$ cat config.mk
export PLATFORM = sky130hd
export DESIGN_NAME = grid_cursor
export DESIGN_NICKNAME = d
export VERILOG_FILES = /design/src/rtl/grid_cursor.sv
export SDC_FILE = /design/constraint.sdc
export NUM_CORES = 1
export LEC_CHECK = 0
export ABC_AREA = 1
export CAP_MARGIN = 15
export CORE_MARGIN = 2
export CORE_UTILIZATION = 56
export CTS_BUF_LIST = sky130_fd_sc_hd__clkbuf_16
export CTS_CLUSTER_SIZE = 16
export DETAILED_ROUTE_END_ITERATION = 8
export PLACE_DENSITY = 0.85
export SYNTH_ARGS = -nofsm -noshare
export SYNTH_HDL_FRONTEND = slang
export SYNTH_SLANG_ARGS = --single-unit
$ cat constraint.sdc
create_clock -name Clk -period 3.6 [get_ports Clk]
set_clock_uncertainty 0.2 [all_clocks]
set_input_delay 0.72 -clock Clk [delete_from_list [all_inputs] [get_ports Clk]]
set_output_delay 0.72 -clock Clk [all_outputs]
set_load 0.005 [all_outputs]
$ cat src/rtl/grid_cursor.sv
// grid_cursor: keycode-driven cursor for the crossword grid.
// Arrow keys step the cursor (with auto-repeat while held), 8'h2C toggles the
// entry direction and letter_wr advances one cell in the entry direction.
// Optional feature macro: GRID_CURSOR_SKIP_EN adds block_mask so steps skip
// over black cells; without it every cell is open.
module grid_cursor #(
  parameter int unsigned COLS        = 5,
  parameter int unsigned ROWS        = 5,
  parameter int unsigned CELL_W      = 80,
  parameter int unsigned CELL_H      = 80,
  parameter int unsigned ORIGIN_X    = 3,
  parameter int unsigned ORIGIN_Y    = 80,
  parameter int unsigned REPEAT_DLY  = 30,
  parameter int unsigned REPEAT_RATE = 6,
  parameter int unsigned WRAP        = 0
) (
  input  logic                      Clk,
  input  logic                      Reset,
  input  logic                      frame_tick,
  input  logic [7:0]                keycode,
  input  logic                      letter_wr,
`ifdef GRID_CURSOR_SKIP_EN
  input  logic [COLS*ROWS-1:0]      block_mask,
`endif
  output logic [$clog2(COLS)-1:0]   cell_col,
  output logic [$clog2(ROWS)-1:0]   cell_row,
  output logic [9:0]                highlightX,
  output logic [9:0]                highlightY,
  output logic                      dir_down,
  output logic                      moved
);

  localparam int unsigned CW    = $clog2(COLS);
  localparam int unsigned RW    = $clog2(ROWS);
  localparam int unsigned NCELL = COLS * ROWS;
  localparam int unsigned IW    = $clog2(NCELL);
  localparam int unsigned CNT_W = $clog2(REPEAT_DLY + REPEAT_RATE + 1);
  localparam int          NC    = int'(COLS);
  localparam int          NR    = int'(ROWS);

  localparam logic [CNT_W-1:0] DLY_LAST  = CNT_W'(REPEAT_DLY - 1);
  localparam logic [CNT_W-1:0] RATE_LAST = CNT_W'(REPEAT_RATE - 1);

  localparam logic [7:0] KEY_RIGHT  = 8'h4F;
  localparam logic [7:0] KEY_LEFT   = 8'h50;
  localparam logic [7:0] KEY_DOWN   = 8'h51;
  localparam logic [7:0] KEY_UP     = 8'h52;
  localparam logic [7:0] KEY_TOGGLE = 8'h2C;

  localparam logic [1:0] DIR_R = 2'd0;
  localparam logic [1:0] DIR_L = 2'd1;
  localparam logic [1:0] DIR_D = 2'd2;
  localparam logic [1:0] DIR_U = 2'd3;

  typedef enum logic [1:0] {
    S_IDLE   = 2'd0,
    S_HELD   = 2'd1,
    S_REPEAT = 2'd2
  } state_t;

  state_t           state_q, state_d;
  logic [CNT_W-1:0] cnt_q, cnt_d;
  logic [7:0]       prev_key_q, prev_key_d;
  logic [CW-1:0]    col_q, col_d;
  logic [RW-1:0]    row_q, row_d;
  logic             dir_q, dir_d;
  logic             moved_q, moved_d;

  logic             is_arrow, is_toggle, key_edge;
  logic [1:0]       key_dir;
  logic             arrow_step;
  logic             step_req;
  logic [1:0]       step_dir;
  logic             step_ok;
  logic [CW-1:0]    step_col;
  logic [RW-1:0]    step_row;
  logic [NCELL-1:0] blk;
  int               p;

`ifdef GRID_CURSOR_SKIP_EN
  assign blk = block_mask;
`else
  assign blk = '0;
`endif

  // Decode the current keycode into class and step direction.
  always_comb begin
    is_arrow  = 1'b0;
    is_toggle = (keycode == KEY_TOGGLE);
    key_dir   = DIR_R;
    case (keycode)
      KEY_RIGHT: begin is_arrow = 1'b1; key_dir = DIR_R; end
      KEY_LEFT:  begin is_arrow = 1'b1; key_dir = DIR_L; end
      KEY_DOWN:  begin is_arrow = 1'b1; key_dir = DIR_D; end
      KEY_UP:    begin is_arrow = 1'b1; key_dir = DIR_U; end
      default:   ;
    endcase
    key_edge = (keycode != prev_key_q);
  end

  // Key-hold FSM: press step, delay, then periodic repeat; toggle flips direction.
  always_comb begin
    state_d    = state_q;
    cnt_d      = cnt_q;
    dir_d      = dir_q;
    arrow_step = 1'b0;
    if (is_toggle) begin
      state_d = S_IDLE;
      cnt_d   = '0;
      if (key_edge) dir_d = ~dir_q;
    end else if (!is_arrow) begin
      state_d = S_IDLE;
      cnt_d   = '0;
    end else if (key_edge) begin
      arrow_step = 1'b1;
      state_d    = S_HELD;
      cnt_d      = '0;
    end else begin
      case (state_q)
        S_HELD: begin
          if (frame_tick) begin
            if (cnt_q == DLY_LAST) begin
              arrow_step = 1'b1;
              cnt_d      = '0;
              state_d    = S_REPEAT;
            end else begin
              cnt_d = cnt_q + CNT_W'(1);
            end
          end
        end
        S_REPEAT: begin
          if (frame_tick) begin
            if (cnt_q == RATE_LAST) begin
              arrow_step = 1'b1;
              cnt_d      = '0;
            end else begin
              cnt_d = cnt_q + CNT_W'(1);
            end
          end
        end
        default: ;
      endcase
    end
  end

  // Arrow step has priority; otherwise a letter write advances along dir_down.
  always_comb begin
    step_req = arrow_step | letter_wr;
    if (arrow_step) step_dir = key_dir;
    else            step_dir = dir_q ? DIR_D : DIR_R;
  end

  // Find the nearest open cell in the step direction, honouring wrap/clamp.
  always_comb begin
    step_ok  = 1'b0;
    step_col = col_q;
    step_row = row_q;
    p        = 0;
    if (step_req) begin
      if (step_dir == DIR_R || step_dir == DIR_L) begin
        for (int k = 1; k < NC; k++) begin
          p = (step_dir == DIR_L) ? int'(col_q) - k : int'(col_q) + k;
          if (WRAP != 0) begin
            if (p < 0)        p = p + NC;
            else if (p >= NC) p = p - NC;
          end
          if (!step_ok && p >= 0 && p < NC) begin
            if (!blk[IW'(int'(row_q) * NC + p)]) begin
              step_ok  = 1'b1;
              step_col = CW'(p);
            end
          end
        end
      end else begin
        for (int k = 1; k < NR; k++) begin
          p = (step_dir == DIR_U) ? int'(row_q) - k : int'(row_q) + k;
          if (WRAP != 0) begin
            if (p < 0)        p = p + NR;
            else if (p >= NR) p = p - NR;
          end
          if (!step_ok && p >= 0 && p < NR) begin
            if (!blk[IW'(p * NC + int'(col_q))]) begin
              step_ok  = 1'b1;
              step_row = RW'(p);
            end
          end
        end
      end
    end
  end

  // Next position, move pulse and key history.
  always_comb begin
    col_d      = col_q;
    row_d      = row_q;
    moved_d    = 1'b0;
    prev_key_d = keycode;
    if (step_ok) begin
      col_d   = step_col;
      row_d   = step_row;
      moved_d = 1'b1;
    end
  end

  // State and output registers.
  always_ff @(posedge Clk or posedge Reset) begin
    if (Reset) begin
      state_q    <= S_IDLE;
      cnt_q      <= '0;
      prev_key_q <= '0;
      col_q      <= '0;
      row_q      <= '0;
      dir_q      <= 1'b0;
      moved_q    <= 1'b0;
    end else begin
      state_q    <= state_d;
      cnt_q      <= cnt_d;
      prev_key_q <= prev_key_d;
      col_q      <= col_d;
      row_q      <= row_d;
      dir_q      <= dir_d;
      moved_q    <= moved_d;
    end
  end

  assign cell_col   = col_q;
  assign cell_row   = row_q;
  assign dir_down   = dir_q;
  assign moved      = moved_q;
  assign highlightX = 10'(ORIGIN_X) + 10'(col_q) * 10'(CELL_W);
  assign highlightY = 10'(ORIGIN_Y) + 10'(row_q) * 10'(CELL_H);

endmodule
# After elaboration in Yosys (flattened, before gate mapping)
# Memories as Yosys holds them, arrays and structs flattened.
# Index checks and enable logic that the tools add are counted.
dict set report totals {
  reg_bits 24
  romBits 256
  input_bits 12
  output_inout_bits 28
  wordCells 219
  mem_count 8
}
# name words word_bits read_ports rd_clocked_by_memory_dff wr line
set memory_table {}
lappend memory_table {{(no name shown)} 32 1 1 0 0 182} ;# if (!blk[IW'(p * NC + int'(col_q))]) begin
lappend memory_table {{(no name shown)} 32 1 1 0 0 182}
lappend memory_table {{(no name shown)} 32 1 1 0 0 182}
lappend memory_table {{(no name shown)} 32 1 1 0 0 182}
lappend memory_table {{(no name shown)} 32 1 1 0 0 168} ;# if (!blk[IW'(int'(row_q) * NC + p)]) begin
lappend memory_table {{(no name shown)} 32 1 1 0 0 168}
lappend memory_table {{+2 memories} -- -- -- -- -- --}
dict set report op_classes {
  addsub 27
  multipliers 7
  magnitude_cmp 24
  n_eq_ne 18
  muxes 97
  n_bitwise 3
  reduce_logical 28
}
# operator n
set op_table {}
lappend op_table {{$ge A32 B1 Y1 const B} 8}
lappend op_table {{$lt A32 B4 Y1 const B} 8}
lappend op_table {{$mux W32} 8}
lappend op_table {{$mul A32 B4 Y5 const B} 4}
lappend op_table {{$lt A5 B7 Y1 const B} 8}
lappend op_table {{$mux W1} 55}
lappend op_table {{$mux W3} 16}
lappend op_table {{$mux W6} 7}
lappend op_table {{$eq A8 B7 Y1 const B} 4}
lappend op_table {{$add A5 B4 Y5} 4}
lappend op_table {{$add A5 B5 Y5} 4}
lappend op_table {{$add A3 B2 Y4 const B} 4}
lappend op_table {{$mux W2} 8}
lappend op_table {{$sub A3 B2 Y4 const B} 4}
lappend op_table {{$logic_and A1 B1 Y1} 14}
lappend op_table {{$mul A3 B3 Y6 const B} 2}
lappend op_table {{$pmux W6 S2} 1}
lappend op_table {{$reduce_and A3 Y1} 4}
lappend op_table {{$add A2 B10 Y10 const A} 1}
lappend op_table {{$add A7 B10 Y10 const A} 1}
lappend op_table {{$ne A5 B5 Y1 const B} 2}
lappend op_table {{$add A3 B1 Y4 const B} 2}
lappend op_table {{$add A3 B3 Y4 const B} 2}
lappend op_table {{$eq A8 B6 Y1 const B} 1}
lappend op_table {{other kinds (21)} 32}

# Depth between registers and ports, before layout
# Gate-level depths: netlist of the first run.
dict set report depth {
  depth_word 38
  depth_mapped 23
}

# Worst setup path before layout of the first run
# OpenSTA, ideal clock, no wires.
dict set report synth_timing {
  path_type {input to register}
  from {input keycode[2]}
  to {register row_q[0], in the netlist cell_row[0]}
  arrival_ns 2.595
  path_slack_ns 0.688
  path_stages 15
  cell_sequence {nor2_1 > nand4_2 > nand2_4 > nand2_4 > nor2_8 > nand2_2 > ha_1 > nor3_1 > inv_1 > nand4_4 > nand2_2 > nand2_2 > nand3_1 > nand2_1 > nand2_1}
}
dict set report synth_between {
  elab_chain_len 36
  elab_cells_between_ends 138
}
# item line
set synth_rtl {}
lappend synth_rtl {{from (decl)} 20} ;# input logic [7:0] keycode,
lappend synth_rtl {{$eq A8 B7 Y1} 91} ;# case (keycode)
lappend synth_rtl {{$reduce_or A4 Y1 (no line)} --}
lappend synth_rtl {{$mux W1} 91}
lappend synth_rtl {{$mux W1} 111} ;# end else if (!is_arrow) begin
lappend synth_rtl {{$mux W1} 107} ;# if (is_toggle) begin
lappend synth_rtl {{$mux W2} 149} ;# if (arrow_step) step_dir = key_dir;
lappend synth_rtl {{$eq A2 B2 Y1} 176} ;# p = (step_dir == DIR_U) ? int'(row_q) - k : int'(row_q) + k;
lappend synth_rtl {{$mux W32} 176}
lappend synth_rtl {{[19 not listed]} --}
lappend synth_rtl {{$mux W1} 160} ;# if (step_dir == DIR_R || step_dir == DIR_L) begin
lappend synth_rtl {{$mux W1} 159} ;# if (step_req) begin
lappend synth_rtl {{$logic_not A1 Y1} 181} ;# if (!step_ok && p >= 0 && p < NR) begin
lappend synth_rtl {{$logic_and A1 B1 Y1 (2 in a row)} 181}
lappend synth_rtl {{$mux W1} 181}
lappend synth_rtl {{$mux W1} 160}
lappend synth_rtl {{$mux W1} 159}
lappend synth_rtl {{$reduce_and A3 Y1 (no line)} --}
lappend synth_rtl {{to (signal assigned)} 220} ;# row_q <= row_d;
lappend synth_rtl {{to (decl)} 65} ;# logic [RW-1:0] row_q, row_d;
# Parallel ways exist; a longest one is shown, timed or not. The select of a mux whose other input is x is not followed.
# A chain may end at the register's enable or synchronous reset.

# Final worst setup path of the first run
dict set report layout_timing {
  from {input keycode[4]}
  to {register row_q[0], in the netlist cell_row[0]}
}
# Same word-level chain as after synthesis.

==> summary.txt, run 1 <==
Power and ir drop
  – Maximum VDD drop: 0.000391 V
  – Power Dens Cells: 720 nW/um^2
  – Leakage: 1.66 nW

Cells and area
  – Share of cells above drive strength 1: 19.9%
  – Commonest non-fill, non-tap cell in the layout: nand2_1
  – Layout net count: 440
  – Most frequent cells in the layout: nand2_1 (68), inv_1 (46), ha_1 (31), clkdlybuf4s50_1 (31), dfrtp_1 (24)
  – Ant diodes: 0
  – Area Overhead vs Synth: 17.4%
  – Fillers: 383

Worst hold path
  – Worst hold path class: reg2reg
  – WHS Endpoint: cnt_q[5]$_DFFE_PP0P_
  – Beginning of the worst hold path: cnt_q[5]$_DFFE_PP0P_
  – Hold-critical path depth: 1

Die
  – Die Y-Extent: 74.4 um
  – FP Rows: 25
  – Core ar.: 4750 um^2
  – Initial Util: 58.3%
  – Die area: 5530 um^2
  – Top-level I/O count: 40
  – Die Wd: 74.4 um

Drt
  – 1st-pass router iterations: 4
  – # DRC: 0
  – Number of DRC markers in iteration 0: 127
  – Vias/cell: 5.02
  – DR vias: 2324
  – Post-detailed-route wirelength per cell: 12.0 um
  – Detail Route Antenna Nets: 0
  – Routed WL: 5550 um

Clock network
  – Num CTS Buffers: 3
  – Clock slew at reported path FFs: 0.07 ns
  – Clock Path Buffers: 2
  – Root Driver: clkbuf_16
  – Htree depth: 1
  – CTS tree: done
  – Post-CTS Setup Repair Bufs: 0
  – Hold-fix buffers at CTS: 0
  – Number of clock sinks: 24
  – Skew-Pair Late Insertion Delay: 0.26 ns

STA
  – Final hold violation count: 0
  – Max-slew violation count: 0
  – Max-slew headroom at the worst pin: 36.6%
  – Tmin final: 3.32 ns
  – Fin Hold WS: 0.292 ns
  – RSZ-0062 raised after global routing: false
  – Endpoints failing setup: 0
  – Fin crit share: 92.2%
  – Fmax: 301 MHz
  – Worst slew pin tran: 0.949 ns
  – Setup TNS: 0 ns

Place
  – Input/output buffers: 31
  – Post-DP HPWL: 4330 um
  – Placer Congestion: 0.860

Synth
  – Fraction of registers with async set/reset: 100%
  – EDFF count, synth: 0
  – Distinct cells, synth: 42
  – Top FF cell, synth: dfrtp_1
  – Mapped Area: 2770 um^2
  – Avg Inst Size Synth: 7.68 um^2
  – Yosys reg bits: 24
  – Post-Synthesis Cells: 361
  – Sequential area share after synthesis: 21.7%
  – Warnings, synthesis: 0

Critical path
  – Critical path class: in2reg
  – R2R cell count: 20
  – FF-to-FF setup slack: 0.66 ns
  – Worst path required time: 3.55 ns
  – CP Capture Type: flop
  – CP arrival: 3.27 ns
  – Reg2reg end: cell_row[0]$_DFFE_PP0P_
  – Crit path max fanout: 7
  – R2r startpoint: state_q[0]$_DFFE_PP0P_
  – CP Launch Type: input port

Job
  – Maxcap violations: 0

Global routing
  – First-pass GRT wire length: 9860 um
  – Largest net degree at the start of global routing: 25
  – Initial antenna violation count: 0
  – Total gr overflow: 0
  – Tot GR Track Use: 22.2%
  – Vias in the first global route: 2298

Outcome
  – Status: finished, final reports clean
-- routing by layer --
metal	wire [um]	part of all wire, %	up-vias	global-route usage, %
met5	0	0	-	0
met4	58	1.0	0	6.15
met3	222	4.0	4	1.22
met2	2700	49	61	40.0
met1	2570	46	1044	29.1
li1	-	-	1215	-
-- area by class of cell --
type                    instances  area (um^2)  area share (%)
flip-flops and latches         24          601            18.5
well taps                      67         83.8            2.58
clock buffers                   3         75.1            2.31
inverters                      53          199            6.12
clock inverters                 1         30.0           0.923
repair buffers                 38          363            11.2
multi-input cells             277         1900            58.5
-- sequential cells by signal, indices dropped and copies added (netlist names) --
name	count
cnt_q	6
cell_col	3
cell_row	3
state_q	2
prev_key_q	8
dir_down	1
moved	1
-- power breakdown --
group	total (mW)	internal, mW	switching [mW]
combinational	1.64	0.731	0.905
sequential	0.385	0.309	0.0760
clock	0.322	0.221	0.101
total	2.34	1.26	1.08
-- kinds of logic after synthesis --
group,after synthesis,synth area share (%)
AOI/OAI and AO/OA,30,6.77
xor gates and xnor gates,16,5.06
adders and majority gates,31,14.0
buffers and inverters,66,10.7
DFF,24,21.7
other,2,0.271
and+or+nand+nor,192,41.5
-- worst max-delay path, cell delays in order --
cell             delay, ns
clkdlybuf4s50_1       0.56
inv_2                 0.07
nor2_2                0.14
nand4_2               0.18
nand2_4               0.18
nand2_4               0.11
nor2_8                0.12
nand2_4               0.08
ha_1                  0.28
nor3_1                0.30
inv_1                 0.07
nand4_1               0.11
nand2_1               0.10
nand2_2               0.08
nand3_1               0.06
nand2_1               0.06
nand2_1               0.04
-- through the flow --
stage	worst slack [ns]	util [%]	area, um^2	total power, mW	cells
4_1_cts	0.237	68.3	3250	2.35	463
3_3_place_gp	0.0798	66.1	3140	1.95	459
2_1_floorplan	0.688	-	2790	1.53	367
5_1_grt	0.0149	68.4	3250	2.56	463
6_report	0.281	68.4	3250	2.34	463
3_5_place_dp	0.0153	66.1	3140	2.01	459
-- how the worst max path moves through the flow --
stage	from	endpoint	slack, ns	cells after the start
6_report	keycode[4]	cell_row[0]$_DFFE_PP0P_	0.28	17
4_1_cts	keycode[5]	cell_row[0]$_DFFE_PP0P_	0.24	20
3_5_place_dp	keycode[4]	cell_row[0]$_DFFE_PP0P_	0.02	17
5_1_grt	keycode[5]	cell_row[1]$_DFFE_PP0P_	0.01	22
3_3_place_gp	keycode[5]	cell_row[0]$_DFFE_PP0P_	0.08	20
2_1_floorplan	keycode[2]	cell_row[0]$_DFFE_PP0P_	0.69	15
-- Yosys cell counts (3+ instances only) --
cell	count	share of area [%]
nand2_1	68	9.2
nand4_1	7	1.6
a211oi_1	3	0.81
nand3b_1	6	1.6
dfrtp_1	24	22
inv_2	7	0.95
nand2_4	11	4.5
nand3_2	6	2.2
nand2_2	18	4.1
nor3_1	5	0.90
o21ai_0	4	0.72
nor2_2	6	1.4
o21ai_2	5	1.6
buf_4	11	3.0
nand3_1	22	4.0
xnor2_1	9	2.8
nor2_1	23	3.1
xor2_1	7	2.2
ha_1	31	14
o21ai_1	4	0.72
nand4_2	3	1.4
a21oi_1	9	1.6
inv_1	46	6.2
-- timing repair --
action                                  in CTS  in global routing
endpoints found under the setup margin       0                  3
gates resized for setup                      0                  1
hold endpoints to repair                     0                  0
No activity file was read; power rests on OpenSTA's default activity.
==> inputs of run 2 (changes only) <==
--- a/config.mk
+++ b/config.mk
@@ -6,13 +6,12 @@
 export NUM_CORES = 1
 export LEC_CHECK = 0
 export ABC_AREA = 1
-export CAP_MARGIN = 15
+export CAP_MARGIN = 20
 export CORE_MARGIN = 2
-export CORE_UTILIZATION = 56
+export CORE_UTILIZATION = 50
 export CTS_BUF_LIST = sky130_fd_sc_hd__clkbuf_16
-export CTS_CLUSTER_SIZE = 16
 export DETAILED_ROUTE_END_ITERATION = 8
-export PLACE_DENSITY = 0.85
+export PLACE_DENSITY = 0.8
 export SYNTH_ARGS = -nofsm -noshare
 export SYNTH_HDL_FRONTEND = slang
 export SYNTH_SLANG_ARGS = --single-unit
==> constraint.sdc (replaced) <==
create_clock -name Clk -period 2.83 [get_ports Clk]
set_clock_uncertainty 0.2 [all_clocks]
set_input_delay 0.566 -clock Clk [delete_from_list [all_inputs] [get_ports Clk]]
set_output_delay 0.566 -clock Clk [all_outputs]
set_load 0.005 [all_outputs]
==> summary.txt, run 2 (synthesis gave the netlist of run 1 again) <==
Drt
  – DR vias: 2650
  – 1st-pass router iterations: 5
  – Routed WL: 7310 um
  – Vias/cell: 5.16
  – # DRC: 0
  – Number of DRC markers in iteration 0: 144
  – Post-detailed-route wirelength per cell: 14.2 um
  – Detail Route Antenna Nets: 0

STA
  – Worst slew pin tran: 0.496 ns
  – Fin Hold WS: 0.279 ns
  – Tmin final: 2.89 ns
  – RSZ-0062 raised after global routing: true
  – Worst setup margin: -0.0567 ns
  – Fmax: 346 MHz
  – Final hold violation count: 0
  – Setup TNS: -0.217 ns
  – Max-slew violation count: 0
  – Max-slew headroom at the worst pin: 66.6%
  – Fin crit share: 102%
  – Endpoints failing setup: 5

Clock network
  – Number of clock sinks: 24
  – Clock slew at reported path FFs: 0.07 ns
  – Root Driver: clkbuf_16
  – CTS tree: done
  – Htree depth: 1
  – Hold-fix buffers at CTS: 0
  – Skew-Pair Late Insertion Delay: 0.26 ns
  – Clock Path Buffers: 2
  – Num CTS Buffers: 3

Cells and area
  – Commonest non-fill, non-tap cell in the layout: nand2_1
  – Regs by FF count: prev_key_q x8, cnt_q x6
  – Area Overhead vs Synth: 38.1%
  – Layout net count: 486
  – Ant diodes: 0
  – Max reg flops: 8
  – Fillers: 405
  – Share of cells above drive strength 1: 36.2%
  – Most frequent cells in the layout: nand2_1 (63), buf_4 (46), inv_1 (44), ha_1 (28), dfrtp_1 (24)
  – Largest Register: prev_key_q

Critical path
  – Critical path class: reg2reg
  – Worst path required time: 2.78 ns
  – Crit path max fanout: 8
  – CP Launch Type: flop
  – CP arrival: 2.84 ns
  – CP Capture Type: flop

Global routing
  – Largest net degree at the start of global routing: 25
  – GRT met2 Usage: 40.8%
  – Initial antenna violation count: 0
  – Vias in the first global route: 2557
  – Layer with the highest usage: met2
  – Met1 Track Usage GR: 25.8%
  – First-pass GRT wire length: 11000 um
  – Total gr overflow: 0
  – Met3 Use GR: 2.30%
  – Tot GR Track Use: 21.5%

Die
  – FP Rows: 27
  – Die Y-Extent: 78.5 um
  – Top-level I/O count: 40
  – Die Wd: 78.5 um
  – Core ar.: 5440 um^2
  – Initial Util: 51.0%
  – Die area: 6150 um^2

Outcome
  – Status: complete, but fails checks
  – Violated checks: setup timing

Place
  – Post-DP HPWL: 4900 um
  – Placer Congestion: 0.879
  – Input/output buffers: 31

Power and ir drop
  – Leakage: 1.94 nW
  – Power Dens Cells: 917 nW/um^2
  – Maximum VDD drop: 0.000681 V

Job
  – Maxcap violations: 0

Worst hold path
  – Worst hold path class: in2reg
## run 2: changes by cell type in the layout (fill, tap and decap cells not counted), moves of 3 or more
cell             before  now
buf_4                 7   46
nand4_2               3    0
nand3_2               6    9
nand2_1              68   63
clkbuf_2              0    8
buf_6                 0    5
nand4_4               1    4
ha_1                 31   28
nand3_1              22   17
nor2_1               23   20
nand2_4              11   16
clkdlybuf4s50_1      31   22
nor2_4                2    5
## run 2: repair_timing
item                                    in CTS  in global routing
endpoints found under the setup margin       7                  8
cloned                                       0                  1
pin swaps                                    6                 42
hold endpoints to repair                     0                  0
resized for setup                           19                 58
setup buffers                                0                 15
## run 2: final cells by class
type / count / area [um^2] / share of cell area, %
multi-input combinational: 278 / 2140 / 55.9
timing repair buffer: 83 / 694 / 18.1
sequential: 24 / 601 / 15.7
inverter: 53 / 199 / 5.20
tap: 72 / 90.1 / 2.35
clock buffer: 3 / 75.1 / 1.96
clock inverter: 1 / 30.0 / 0.784
## run 2: worst paths after layout
kind / start / to / slack [ns] / cells past startpoint
worst max-delay path: state_q[0]$_DFFE_PP0P_ / cell_col[2]$_DFFE_PP0P_ / -0.06 / 23
worst min-delay path: keycode[0] / prev_key_q[0]$_DFF_PP0_ / 0.28 / 1
worst max register to register: state_q[0]$_DFFE_PP0P_ / cell_col[2]$_DFFE_PP0P_ / -0.06 / 23
worst min register to register: cnt_q[5]$_DFFE_PP0P_ / cnt_q[5]$_DFFE_PP0P_ / 0.28 / 1
max in group asynchronous: Reset / prev_key_q[3]$_DFF_PP0_ / 1.71 / 3
min in group asynchronous: Reset / cnt_q[4]$_DFFE_PP0P_ / 0.47 / 3
## run 2: where the power goes
part | internal [mW] | switching [mW] | leakage (nW)
logic | 1.20 | 1.44 | 1.59
clock network | 0.282 | 0.135 | 0.0511
registers | 0.394 | 0.0681 | 0.300
total | 1.87 | 1.64 | 1.94
## run 2: metrics by stage
step / std cells / instance area, um^2 / setup slack [ns] / utilization, % / power [mW]
5_1_grt: 514 / 3830 / -0.223 / 70.4 / 3.78
2_1_floorplan: 367 / 2790 / 0.0631 / - / 1.95
3_3_place_gp: 494 / 3390 / -0.444 / 62.3 / 2.64
3_5_place_dp: 494 / 3390 / -0.652 / 62.3 / 2.73
6_report: 514 / 3830 / -0.0567 / 70.4 / 3.51
4_1_cts: 498 / 3550 / 0.000856 / 65.2 / 3.18
## run 2: routing by layer
metal  routed length [um]  up-vias  part of all wire, %
met3                  263       18                  3.6
met5                    0        -                    0
met1                 2970     1250                   41
met2                 3880       76                   53
li1                     -     1306                    -
met4                  195        0                  2.7
## run 2: worst max-delay path, cell delays in order, from the launching register on
cell     delay [ns]
dfrtp_1        0.39
inv_1          0.06
ha_2           0.19
inv_2          0.04
nor2_1         0.09
nand2_1        0.06
nand2_2        0.10
nand3_4        0.10
nand3_4        0.14
buf_4          0.13
nand3_2        0.08
nand2_4        0.10
buf_4          0.15
nand2_4        0.08
nand2_4        0.10
nand2_4        0.05
nand2_2        0.06
nand2_2        0.06
nand2_4        0.11
nand4_1        0.12
nor2_1         0.17
nor2_1         0.08
nand2_1        0.08
nand2_1        0.05
==> inputs of run 3 (changes only) <==
--- a/config.mk
+++ b/config.mk
@@ -11,6 +11,7 @@
 export CORE_UTILIZATION = 50
 export CTS_BUF_LIST = sky130_fd_sc_hd__clkbuf_16
 export DETAILED_ROUTE_END_ITERATION = 8
+export MAX_ROUTING_LAYER = met4
 export PLACE_DENSITY = 0.8
 export SYNTH_ARGS = -nofsm -noshare
 export SYNTH_HDL_FRONTEND = slang
==> summary.txt, run 3 (synthesis gave the netlist of run 1 again) <==
Place
  – Post-DP HPWL: 4900 um
  – Post-Place Cells: 494
  – Placed cell area: 3390 um^2
  – Input/output buffers: 31
  – Placer Congestion: 0.894
  – Dpl ws: -0.652 ns

Power and ir drop
  – Leakage: 1.94 nW
  – Power Dens Cells: 917 nW/um^2
  – Comb pwr share: 75.0%
  – Clock power share: 11.9%
  – Maximum VDD drop: 0.000681 V
  – Pint: 1.87 mW
  – Overall power: 3.51 mW
  – P_sw: 1.64 mW
  – Sequential power share: 13.2%
  – Sw Ratio: 46.7%

Cells and area
  – Layout net count: 486
  – Regs by FF count: prev_key_q x8, cnt_q x6
  – Largest Register: prev_key_q
  – Share of cells above drive strength 1: 36.2%
  – Most frequent cells in the layout: nand2_1 (63), buf_4 (46), inv_1 (44), ha_1 (28), dfrtp_1 (24)
  – Commonest non-fill, non-tap cell in the layout: nand2_1
  – Layout Cells excl Fill: 514
  – Ant diodes: 0
  – Area Overhead vs Synth: 38.1%
  – Max reg flops: 8
  – Design area: 3830 um^2

Global routing
  – Initial antenna violation count: 0
  – Largest net degree at the start of global routing: 25
  – Vias in the first global route: 2552
  – Tot GR Track Use: 22.1%
  – First-pass GRT wire length: 11000 um
  – Total gr overflow: 0

Worst hold path
  – WHS Endpoint: prev_key_q[0]$_DFF_PP0_
  – Worst hold path class: in2reg
  – Hold-critical path depth: 1
  – Beginning of the worst hold path: keycode[0]

Clock network
  – Number of clock sinks: 24
  – Skew-Pair Late Insertion Delay: 0.26 ns
  – Num CTS Buffers: 3
  – CTS tree: done
  – Hold-fix buffers at CTS: 0
  – Clock slew at reported path FFs: 0.07 ns
  – Root Driver: clkbuf_16
  – Htree depth: 1
  – Clock Path Buffers: 2

Critical path
  – Slowest-stage cell, CP: dfrtp_1
  – CP Capture Type: flop
  – FF-to-FF setup slack: -0.06 ns
  – R2r startpoint: state_q[0]$_DFFE_PP0P_
  – Most used cell, CP: nand2_4
  – R2R cell count: 23
  – Worst path bufs/invs: 4
  – Crit-path cells: inv_1, ha_2, inv_2, nor2_1, nand2_1, nand2_2, nand3_4, nand3_4, buf_4, nand3_2, nand2_4, buf_4, nand2_4, nand2_4, nand2_4, nand2_2, nand2_2, nand2_4, nand4_1, nor2_1, nor2_1, nand2_1, nand2_1
  – Reg2reg end: cell_col[2]$_DFFE_PP0P_
  – Cell family with most CP delay: simple AND/OR/NAND/NOR gates
  – Critical path class: reg2reg
  – Worst stage delay on the critical path: 0.39 ns
  – Crit path max fanout: 8
  – CP arrival: 2.84 ns
  – CP Launch Type: flop
  – Worst path required time: 2.78 ns

STA
  – Fmax: 346 MHz
  – RSZ-0062 raised after global routing: true
  – Max-slew violation count: 0
  – Tmin final: 2.89 ns
  – Endpoints failing setup: 5
  – Final hold violation count: 0
  – Worst slew pin tran: 0.496 ns
  – Max-slew headroom at the worst pin: 66.6%
  – Setup TNS: -0.237 ns
  – Worst setup margin: -0.0597 ns
  – Fin crit share: 102%

Drt
  – Number of DRC markers in iteration 0: 157
  – Routed WL: 7340 um
  – DR vias: 2658
  – Vias/cell: 5.17
  – Post-detailed-route wirelength per cell: 14.3 um
  – Detail Route Antenna Nets: 0
  – 1st-pass router iterations: 4
  – # DRC: 0

Die
  – Die Y-Extent: 78.5 um
  – Die area: 6150 um^2
  – Initial Util: 51.0%
  – Top-level I/O count: 40
  – Core ar.: 5440 um^2
  – FP Rows: 27
  – Die Wd: 78.5 um

Outcome
  – Status: complete, but fails checks
  – Violated checks: setup timing

Job
  – Maxcap violations: 0
-- run 3: cell counts in the layout (fill, tap and decap cells not counted) --
Identical to the previous run, type by type.
-- run 3: worst max path at each step --
stage	startpoint	end	slack (ns)	cells past startpoint
2_1_floorplan	state_q[0]$_DFFE_PP0P_	cell_row[0]$_DFFE_PP0P_	0.06	20
3_3_place_gp	keycode[4]	cell_row[2]$_DFFE_PP0P_	-0.44	16
3_5_place_dp	keycode[4]	cell_row[1]$_DFFE_PP0P_	-0.65	15
4_1_cts	frame_tick	cell_row[2]$_DFFE_PP0P_	0.0009	18
5_1_grt	state_q[0]$_DFFE_PP0P_	cell_row[2]$_DFFE_PP0P_	-0.22	20
6_report	state_q[0]$_DFFE_PP0P_	cell_col[2]$_DFFE_PP0P_	-0.06	23
-- run 3: repair_timing --
action | in CTS | in global routing
setup buffers | 0 | 15
gates resized for setup | 19 | 58
cloned | 0 | 1
endpoints found under the setup margin | 7 | 8
pin swaps | 6 | 42
-- run 3: power by group through the flow --
stage | combinational [mW] | sequential (mW) | clock, mW
final | 2.63 | 0.462 | 0.417
after global routing | 2.88 | 0.469 | 0.433
after global placement | 2.18 | 0.468 | 0
after floorplan | 1.47 | 0.481 | 0
after detailed placement | 2.26 | 0.470 | 0
after CTS | 2.30 | 0.463 | 0.415
-- run 3: worst reg2reg max path: cells and delay by family (launching register included) --
kind | cells | cell delay (ns)
simple gates | 18 | 1.62
buf+inv | 4 | 0.39
fa+ha+maj | 1 | 0.19
flops | 1 | 0.39
-- run 3: per-stage QoR --
stage,util (%),hold slack [ns]
floorplan,-,0.251
global placement,62.3,0.284
detailed placement,62.3,0.273
CTS,65.2,0.284
global route,70.4,0.285
finish,70.4,0.279
-- run 3: area by class of cell --
class / instances / area, um^2
fill: 405 / 1610
clock buffer: 3 / 75.1
timing repair buffer: 83 / 694
sequential: 24 / 601
inverter: 53 / 199
clock inverter: 1 / 30.0
multi-input combinational: 278 / 2140
tap: 72 / 90.1
-- run 3: routing by layer --
metal | track usage (%) | share of wire [%] | wire length (um) | vias to the layer above
li1 | - | - | - | 1305
met1 | 25.9 | 41 | 2980 | 1257
met2 | 40.9 | 53 | 3900 | 78
met3 | 2.18 | 3.7 | 270 | 18
met4 | 5.26 | 2.6 | 194 | 0
met5 | - | 0 | 0 | -
==> variant, RTL diff (settings of run 1) <==
Encoding of `state_t`: now one-hot (3 bits for 3 states).
--- a/src/rtl/grid_cursor.sv
+++ b/src/rtl/grid_cursor.sv
@@ -52,10 +52,10 @@
   localparam logic [1:0] DIR_D = 2'd2;
   localparam logic [1:0] DIR_U = 2'd3;
 
-  typedef enum logic [1:0] {
-    S_IDLE   = 2'd0,
-    S_HELD   = 2'd1,
-    S_REPEAT = 2'd2
+  typedef enum logic [2:0] {
+    S_IDLE   = 3'b001,
+    S_HELD   = 3'b010,
+    S_REPEAT = 3'b100
   } state_t;
 
   state_t           state_q, state_d;
Function: no difference found for any inputs over 4 cycles, from zero or initial values and one cycle with Reset high; so few cycles prove little.
==> variant against run 1 <==
Synthesized area grew 3.9%; setup slack gained 0.0049 ns; sequential cell count grew 1; cell area grew 1.2%; routed wire length grew 3.3%; global-route usage shrank 0.95 points; power shrank 0.98%; largest power group unchanged.
==> variant: results (changes against run 1) <==
metric,value,unit,change
final_cell_count_no_fill,496,,+7.1%
path_max_fanout,9,,+2
worst_ir_drop_vdd,0.445,mV,+14%
period_needed,3.31,ns,-0.00492 ns
grt_max_degree,26,,+4.0%
rows,26,,+4.0%
r2r-end,cell_row[2],,
power_density,705,nW/µm²,-2.2%
max_slew_margin,36.8,%,+0.19 points
grt_pass1_vias,2347,,+2.1%
place_worst_setup_slack,-0.0378,ns,-0.0531 ns
regToRegStartpoint,cnt_q[1],,
avgSynthCellArea,7.27,µm²,-5.3%
hpwlAfterDp,4.58,mm,+5.6%
worst_hold_path.endpoint,state_q[0],,
leakagePower,1.72,nW,+3.6%
hold_slack,0.318,ns,+0.0265 ns
nonClkBufAreaFrac,10.7,%,-0.44 points
hp-start,state_q[0],,
yosysWarningCount,0,,unchanged
grtUsageTotal,21.3,%,-0.95 points
num-nets-final,469,,+6.6%
worst_hold_path.num_cells,2,,+1
clockNetworkAreaShare,2.39,%,-0.84 points
multi_input_gates,301,,+8.7%
gp_congestion,0.895,,+4.0%
nNonClkBuffers,35,,-7.9%
viasPerCell,4.96,,-1.1%
layout-drive-gt1-share,20.2,%,+0.24 points
multi_input_area_share,58.2,%,-0.23 points
synthTopCellsByCount,"nand2_1, inv_1, nand3_1",,
seq-cell-share,19.0,%,+0.58 points
ys_seq_area_share,21.8,%,+0.10 points
dp.cells,492,,+7.2%
cts_sinks,25,,+4.2%
wl_per_cell,11.6,µm,-3.6%
startpoint,keycode[0],,
slowest_stage,clkdlybuf4s50_1,,
antenna_found_initial,0,,unchanged
ff2ff_path_depth,18,,-10%
grt_pass1_wl,9.69,mm,-1.7%
drt_iter0_markers,83,,-35%
inv_count,61,,+15%
status,"complete, no violations",,
fillers,425,,+11%
ys_types,39,,-7.1%
placed_cell_area,3210,µm²,+2.1%
cp.arrival,3.26,ns,about the same
synth_area_leaders,"dfrtp_1, ha_1, nand2_1, inv_1, nand2_4",,
-- variant: cell families (layout without fill, tap and decap cells) --
group / after synthesis / after routing / synth area share, %
buffers and inverters: 76 / 100 / 12.6
other: 2 / 8 / 0.261
adder cells (fa/ha/maj): 30 / 30 / 13.0
flip-flops: 25 / 25 / 21.8
XOR/XNOR: 13 / 13 / 3.95
AND/OR/NAND/NOR: 223 / 223 / 42.1
AO/OA/AOI/OAI: 27 / 27 / 6.30
-- variant: report_power, final --
group	internal, mW	switching (mW)	total, mW
Sequential	0.322	0.0960	0.418
Combinational	0.741	0.915	1.66
Clock	0.149	0.0992	0.248
Total	1.21	1.11	2.32
-- variant: routing by layer --
layer | vias to the layer above | track usage (%) | routed length, µm
met5 | - | 0 | 0
met4 | 0 | 7.60 | 91
met3 | 11 | 1.72 | 102
met2 | 36 | 38.5 | 2950
met1 | 1133 | 26.5 | 2590
li1 | 1282 | - | -
